[config.mk]
export PLATFORM = sky130hd
export DESIGN_NAME = uart_tx_arb
export DESIGN_NICKNAME = d
export VERILOG_FILES = /design/src/rtl/uart_pkg.sv /design/src/rtl/uart_rr_pick.sv /design/src/rtl/uart_tx_arb.sv
export SDC_FILE = /design/constraint.sdc
export NUM_CORES = 1
export LEC_CHECK = 0
export CAP_MARGIN = 40
export CORE_UTILIZATION = 40
export DETAILED_ROUTE_END_ITERATION = 6
export PLACE_DENSITY = 0.73
export REMOVE_ABC_BUFFERS = 1
export SLEW_MARGIN = 40
export SYNTH_ARGS = -nofsm -noshare
export SYNTH_HDL_FRONTEND = slang
export SYNTH_HIERARCHICAL = 1
export SYNTH_SLANG_ARGS = --single-unit
[constraint.sdc]
create_clock -name clk -period 6.21 [get_ports clk]
set_input_delay 1.242 -clock clk [delete_from_list [all_inputs] [get_ports clk]]
set_output_delay 1.242 -clock clk [all_outputs]
set_load 0.02 [all_outputs]
[src/rtl/uart_pkg.sv]
// Shared types and constants for the UART transmit-path arbiter.
package uart_pkg;

  typedef enum logic [0:0] {
    IDLE,
    LOCKED
  } arb_state_e;

  // Depth of the TX FIFO fed by the arbiter output register.
  localparam int unsigned FIFO_DEPTH = 16;

  localparam int unsigned N_REQ_DEFAULT = 4;

  // Modular add for small index arithmetic; requires a < n and b <= n.
  function automatic int unsigned wrap_add(input int unsigned a, input int unsigned b,
                                           input int unsigned n);
    int unsigned s;
    s = a + b;
    if (s >= n) s = s - n;
    return s;
  endfunction

endpackage

[src/rtl/uart_rr_pick.sv]
// Rotating-priority encoder: first set request at or above the pointer, with wrap.
module uart_rr_pick
  import uart_pkg::*;
#(
  parameter int unsigned N_REQ = N_REQ_DEFAULT,
  parameter int unsigned ID_W  = $clog2(N_REQ)
) (
  input  logic [N_REQ-1:0] i_req,
  input  logic [ID_W-1:0]  i_rr_ptr,
  output logic [ID_W-1:0]  o_grant,
  output logic             o_any_valid
);

  // Scan from the pointer upward; the first hit wins.
  always_comb begin
    o_grant     = '0;
    o_any_valid = 1'b0;
    for (int unsigned k = 0; k < N_REQ; k++) begin
      if (!o_any_valid && i_req[ID_W'(wrap_add(32'(i_rr_ptr), k, N_REQ))]) begin
        o_grant     = ID_W'(wrap_add(32'(i_rr_ptr), k, N_REQ));
        o_any_valid = 1'b1;
      end
    end
  end

endmodule

[src/rtl/uart_tx_arb.sv]
// Round-robin, message-locking arbiter for the UART TX byte path, with owner watchdog.
module uart_tx_arb
  import uart_pkg::*;
#(
  parameter int unsigned N_REQ       = N_REQ_DEFAULT,
  parameter int unsigned TIMEOUT_CYC = 1024,
  parameter int unsigned ID_W        = $clog2(N_REQ)
) (
  input  logic               clk,
  input  logic               rst_n,
  input  logic               enable_i,
  input  logic [N_REQ-1:0]   req_valid_i,
  input  logic [N_REQ*8-1:0] req_data_i,
  input  logic [N_REQ-1:0]   req_last_i,
  output logic [N_REQ-1:0]   req_ready_o,
  output logic               out_valid_o,
  output logic [7:0]         out_data_o,
  input  logic               out_ready_i,
  output logic               busy_o,
  output logic [ID_W-1:0]    owner_o,
  output logic               timeout_o,
  output logic [ID_W-1:0]    timeout_id_o
);

  localparam int unsigned CntW = (TIMEOUT_CYC > 1) ? $clog2(TIMEOUT_CYC) : 1;
  localparam logic [CntW-1:0] CntMax = CntW'((TIMEOUT_CYC > 0) ? TIMEOUT_CYC - 1 : 0);

  arb_state_e      r_state;
  logic [ID_W-1:0] r_rr_ptr;
  logic [ID_W-1:0] r_owner;
  logic [ID_W-1:0] r_timeout_id;
  logic            r_out_valid;
  logic [7:0]      r_out_data;
  logic            r_timeout;
  logic [CntW-1:0] r_wd_cnt;

  logic [ID_W-1:0]  w_grant;
  logic             w_any_valid;
  logic [ID_W-1:0]  w_sel;
  logic [N_REQ-1:0] w_ready;
  logic             w_slot_free;
  logic             w_accept;
  logic [7:0]       w_sel_data;
  logic             w_sel_last;
  logic             w_owner_valid;
  logic             w_wd_expire;
  logic [ID_W-1:0]  w_owner_next;

  uart_rr_pick #(
    .N_REQ(N_REQ),
    .ID_W (ID_W)
  ) u_rr_pick (
    .i_req      (req_valid_i),
    .i_rr_ptr   (r_rr_ptr),
    .o_grant    (w_grant),
    .o_any_valid(w_any_valid)
  );

  // Handshake decode: one requester at most may see ready, and only when it is valid.
  always_comb begin
    w_slot_free   = !r_out_valid || out_ready_i;
    w_owner_valid = req_valid_i[r_owner];
    w_ready       = '0;
    w_sel         = r_owner;
    if (r_state == IDLE) begin
      w_sel = w_grant;
      if (w_any_valid && enable_i && w_slot_free) w_ready[w_grant] = 1'b1;
    end else if (w_owner_valid && w_slot_free) begin
      w_ready[r_owner] = 1'b1;
    end
    w_accept     = |w_ready;
    w_sel_data   = req_data_i[{w_sel, 3'b000} +: 8];
    w_sel_last   = req_last_i[w_sel];
    w_wd_expire  = (TIMEOUT_CYC != 0) && (r_wd_cnt == CntMax) && !w_owner_valid;
    w_owner_next = ID_W'(wrap_add(32'(w_sel), 1, N_REQ));
  end

  // FSM, output register and watchdog, all with synchronous reset.
  always_ff @(posedge clk) begin
    if (!rst_n) begin
      r_state      <= IDLE;
      r_rr_ptr     <= '0;
      r_owner      <= '0;
      r_timeout_id <= '0;
      r_out_valid  <= 1'b0;
      r_out_data   <= '0;
      r_timeout    <= 1'b0;
      r_wd_cnt     <= '0;
    end else begin
      r_timeout <= 1'b0;

      if (w_accept) begin
        r_out_data  <= w_sel_data;
        r_out_valid <= 1'b1;
      end else if (out_ready_i) begin
        r_out_valid <= 1'b0;
      end

      unique case (r_state)
        IDLE: begin
          r_wd_cnt <= '0;
          if (w_accept) begin
            r_owner <= w_grant;
            if (w_sel_last) r_rr_ptr <= w_owner_next;
            else            r_state  <= LOCKED;
          end
        end
        LOCKED: begin
          if (w_accept && w_sel_last) begin
            r_state  <= IDLE;
            r_rr_ptr <= w_owner_next;
            r_wd_cnt <= '0;
          end else if (w_owner_valid) begin
            r_wd_cnt <= '0;
          end else if (w_wd_expire) begin
            // Stalled owner: drop the lock but let any buffered byte drain.
            r_state      <= IDLE;
            r_rr_ptr     <= w_owner_next;
            r_timeout    <= 1'b1;
            r_timeout_id <= r_owner;
            r_wd_cnt     <= '0;
          end else if (TIMEOUT_CYC != 0) begin
            r_wd_cnt <= r_wd_cnt + 1'b1;
          end
        end
      endcase
    end
  end

  assign req_ready_o  = w_ready;
  assign out_valid_o  = r_out_valid;
  assign out_data_o   = r_out_data;
  assign busy_o       = (r_state == LOCKED);
  assign owner_o      = r_owner;
  assign timeout_o    = r_timeout;
  assign timeout_id_o = r_timeout_id;

endmodule

==> flow_metrics.py <==
metrics = {
    "worst_hold_path": {
        "hp-start": "timeout_id_o[0]$_SDFFE_PN0P_",
        "hold_depth": 2,
        "hold-path-endpoint": "timeout_id_o[0]$_SDFFE_PN0P_",
        "holdCritPathClass": "reg2reg",
    },
    "placement": {
        "gp_congestion": 0.893,
        "placed_area_um2": 2210,
        "port_buffers": 62,
        "dp.final_hpwl_um": 3020,
        "pre_cts_ws_ns": 1.47,
    },
    "grt": {
        "antenna_found_initial": 0,
        "globalRouteOverflowTotal": 0,
        "grt_first_pass_wirelength_um": 6820,
        "grt_max_degree": 20,
        "grt.total_usage": 0.206,
        "grt_pass1_vias": 1574,
    },
    "flow_run": {
        "drv_cap": 0,
    },
    "yosys": {
        "synth_top_area_share": 0.339,
        "netlist_area_um2": 1590,
        "synth-seq-cells": 27,
        "yosysMostFrequentCell": "nand2_1",
        "synth_edf_count": 0,
        "ys_types": 40,
        "synthTopCellsByCount": "54 x nand2_1, 28 x nand3_1, 27 x dfxtp_1",
        "avgSynthCellArea_um2": 7.37,
        "yosysSeqAreaShare": 0.339,
        "ys_warn_count": 6,
        "syn_inst": 216,
        "synth_ff_type": "dfxtp_1",
        "synth_area_leaders": "dfxtp_1 34%, nand2_1 13%, nand3_1 8.8%, a21oi_1 5.3%, nor2_1 4.0%",
        "synth_top_area_cell": "dfxtp_1",
        "synthArstFlopShare": 0,
    },
    "timing": {
        "max_freq_mhz": 210,
        "rsz0062_at_grt": "no",
        "fin_skew_ns": 0.00149,
        "timing.final.ws_setup_ns": 1.44,
        "setup-tns-final_ns": 0,
        "setup_viol": 0,
        "final-hold-violation-count": 0,
        "maxSlewViolCount": 0,
        "holdWs_ns": 0.455,
        "final.min_clock_period_ns": 4.77,
        "finalCritPeriodShare": 0.767,
        "slew_headroom": 0.519,
        "worstMarginPinSlew_ns": 0.719,
    },
    "routing": {
        "wl_per_cell_um": 12.7,
        "via_per_inst": 5.36,
        "drtIter0Drc": 91,
        "ant_nets": 0,
        "top_layer": "met4",
        "dr.pass1.iters": 5,
        "wirelength_um": 4080,
        "drc": 0,
        "num_vias": 1719,
        "met1Wirelength_um": 1750,
        "wl_met2_um": 1890,
        "met3_length_um": 362,
    },
    "cts": {
        "post-cts-setup-buffer-count": 0,
        "cts-htree-levels": 1,
        "cts_root_buf": "clkbuf_8",
        "cts_sinks": 27,
        "cts-buffers-inserted": 3,
        "clock_path_buffers": 2,
        "cts_hold_buf": 0,
        "clkTransAtPathRegs_ns": 0.10,
        "cts_tree": "built",
        "clk_latency_ns": 0.28,
        "postCtsResizedCells": 0,
    },
    "worst_setup_path": {
        "cp_max_fo": 5,
        "regToRegSetupSlack_ns": 3.66,
        "worst_setup_path_end_kind": "output pin",
        "r2r_start": "r_rr_ptr[0]$_SDFFE_PN0P_",
        "critPathKind": "in2out",
        "start_kind": "input pin",
        "reg2regPathDepth": 8,
        "reg2reg_to": "r_rr_ptr[1]$_SDFFE_PN0P_",
        "crit_required_ns": 4.97,
        "cp.arrival_ns": 3.52,
    },
    "cells_and_area": {
        "multi_input_area_um2": 955,
        "seq_area_um2": 541,
        "layout-drive-gt1-share": 0.0440,
        "nFillCells": 373,
        "area_growth_pct": 42.0,
        "final_area_um2": 2260,
        "fin_util": 0.604,
        "nets": 319,
        "diodes": 0,
    },
    "floorplanning": {
        "initial_core_util": 0.425,
        "rows": 22,
        "die_area_um2": 4240,
        "die_w_um": 65.1,
        "boundaryPins": 63,
        "fp.coreArea_um2": 3740,
        "die_h_um": 65.1,
    },
    "power_and_ir_drop": {
        "max-vdd-ir-drop_mv": 0.0994,
        "power_per_cell_area_nw_per_um2": 224,
        "leakagePower_nw": 0.856,
    },
    "status": {
        "outcome": "finished, final reports clean",
    },
}
area by class of cell:
class | instances | share of cell area
Tap cell | 48 | 0.0265
Sequential cell | 27 | 0.239
Clock buffer | 3 | 0.0183
Timing Repair Buffer | 63 | 0.278
Multi-Input combinational cell | 171 | 0.422
Inverter | 8 | 0.0133
Clock inverter | 1 | 0.00332
flip-flops by register name (all words and copies together), names as in the netlist:
signal	flops
busy_o	1
out_data_o	8
out_valid_o	1
owner_o	2
r_rr_ptr	2
r_wd_cnt	10
timeout_id_o	2
timeout_o	1
how the worst max path moves through the flow:
stage,startpoint,endpoint,slack [ns]
after global placement,req_valid_i[1],req_ready_o[1],1.54
after detailed placement,req_valid_i[1],req_ready_o[1],1.47
after CTS,req_valid_i[1],req_ready_o[1],1.47
after floorplan,req_valid_i[1],req_ready_o[1],2.60
after global routing,req_valid_i[1],req_ready_o[1],1.29
final,req_valid_i[1],req_ready_o[1],1.44
critical path: stages:
cell	delay, ns
clkdlybuf4s50_1	0.56
inv_1	0.08
a221o_1	0.36
a21oi_1	0.35
nand2_1	0.15
o22ai_1	0.17
clkdlybuf4s50_1	0.62
per-layer routing:
layer,vias to the layer above,global-route usage
met5,-,0
met4,0,0.0652
met3,9,0.0556
met2,73,0.349
met1,779,0.253
li1,858,-
power breakdown:
part           internal, W  switching [W]  total (W)  leakage (nW)
clock            0.0000456      0.0000579   0.000103        0.0217
sequential        0.000188      0.0000148   0.000202         0.220
combinational    0.0000959       0.000105   0.000201         0.615
through the flow:
step,instances,power [W]
after floorplan,206,0.000319
after global placement,317,0.000405
after detailed placement,317,0.000406
after CTS,321,0.000509
after global routing,321,0.000538
final,321,0.000506
kinds of logic (layout without fill, tap and decap cells):
family / after synthesis / in the layout / synth area share
buf+inv: 18 / 75 / 0.0636
compound gates: 34 / 34 / 0.136
xor+xnor: 9 / 9 / 0.0495
simple gates: 119 / 119 / 0.341
mux: 8 / 8 / 0.0628
fa+ha+maj: 1 / 1 / 0.00785
flops: 27 / 27 / 0.339
layout by cell type (no fill, tap or decap), types with 2 or more instances in the layout:
cell type,count
a211oi_1,2
and2_1,2
and3_1,4
nand3_1,28
nor2_1,17
o21ai_0,4
dfxtp_1,27
xor2_1,6
and4_1,2
inv_1,7
xnor2_1,3
clkdlybuf4s50_1,62
o221ai_1,2
clkbuf_8,3
mux2_2,2
nand2b_1,3
a32o_1,2
nand4_1,3
nand2_1,54
a21oi_1,17
mux2i_1,3
Power figures use the tool's default switching activity.
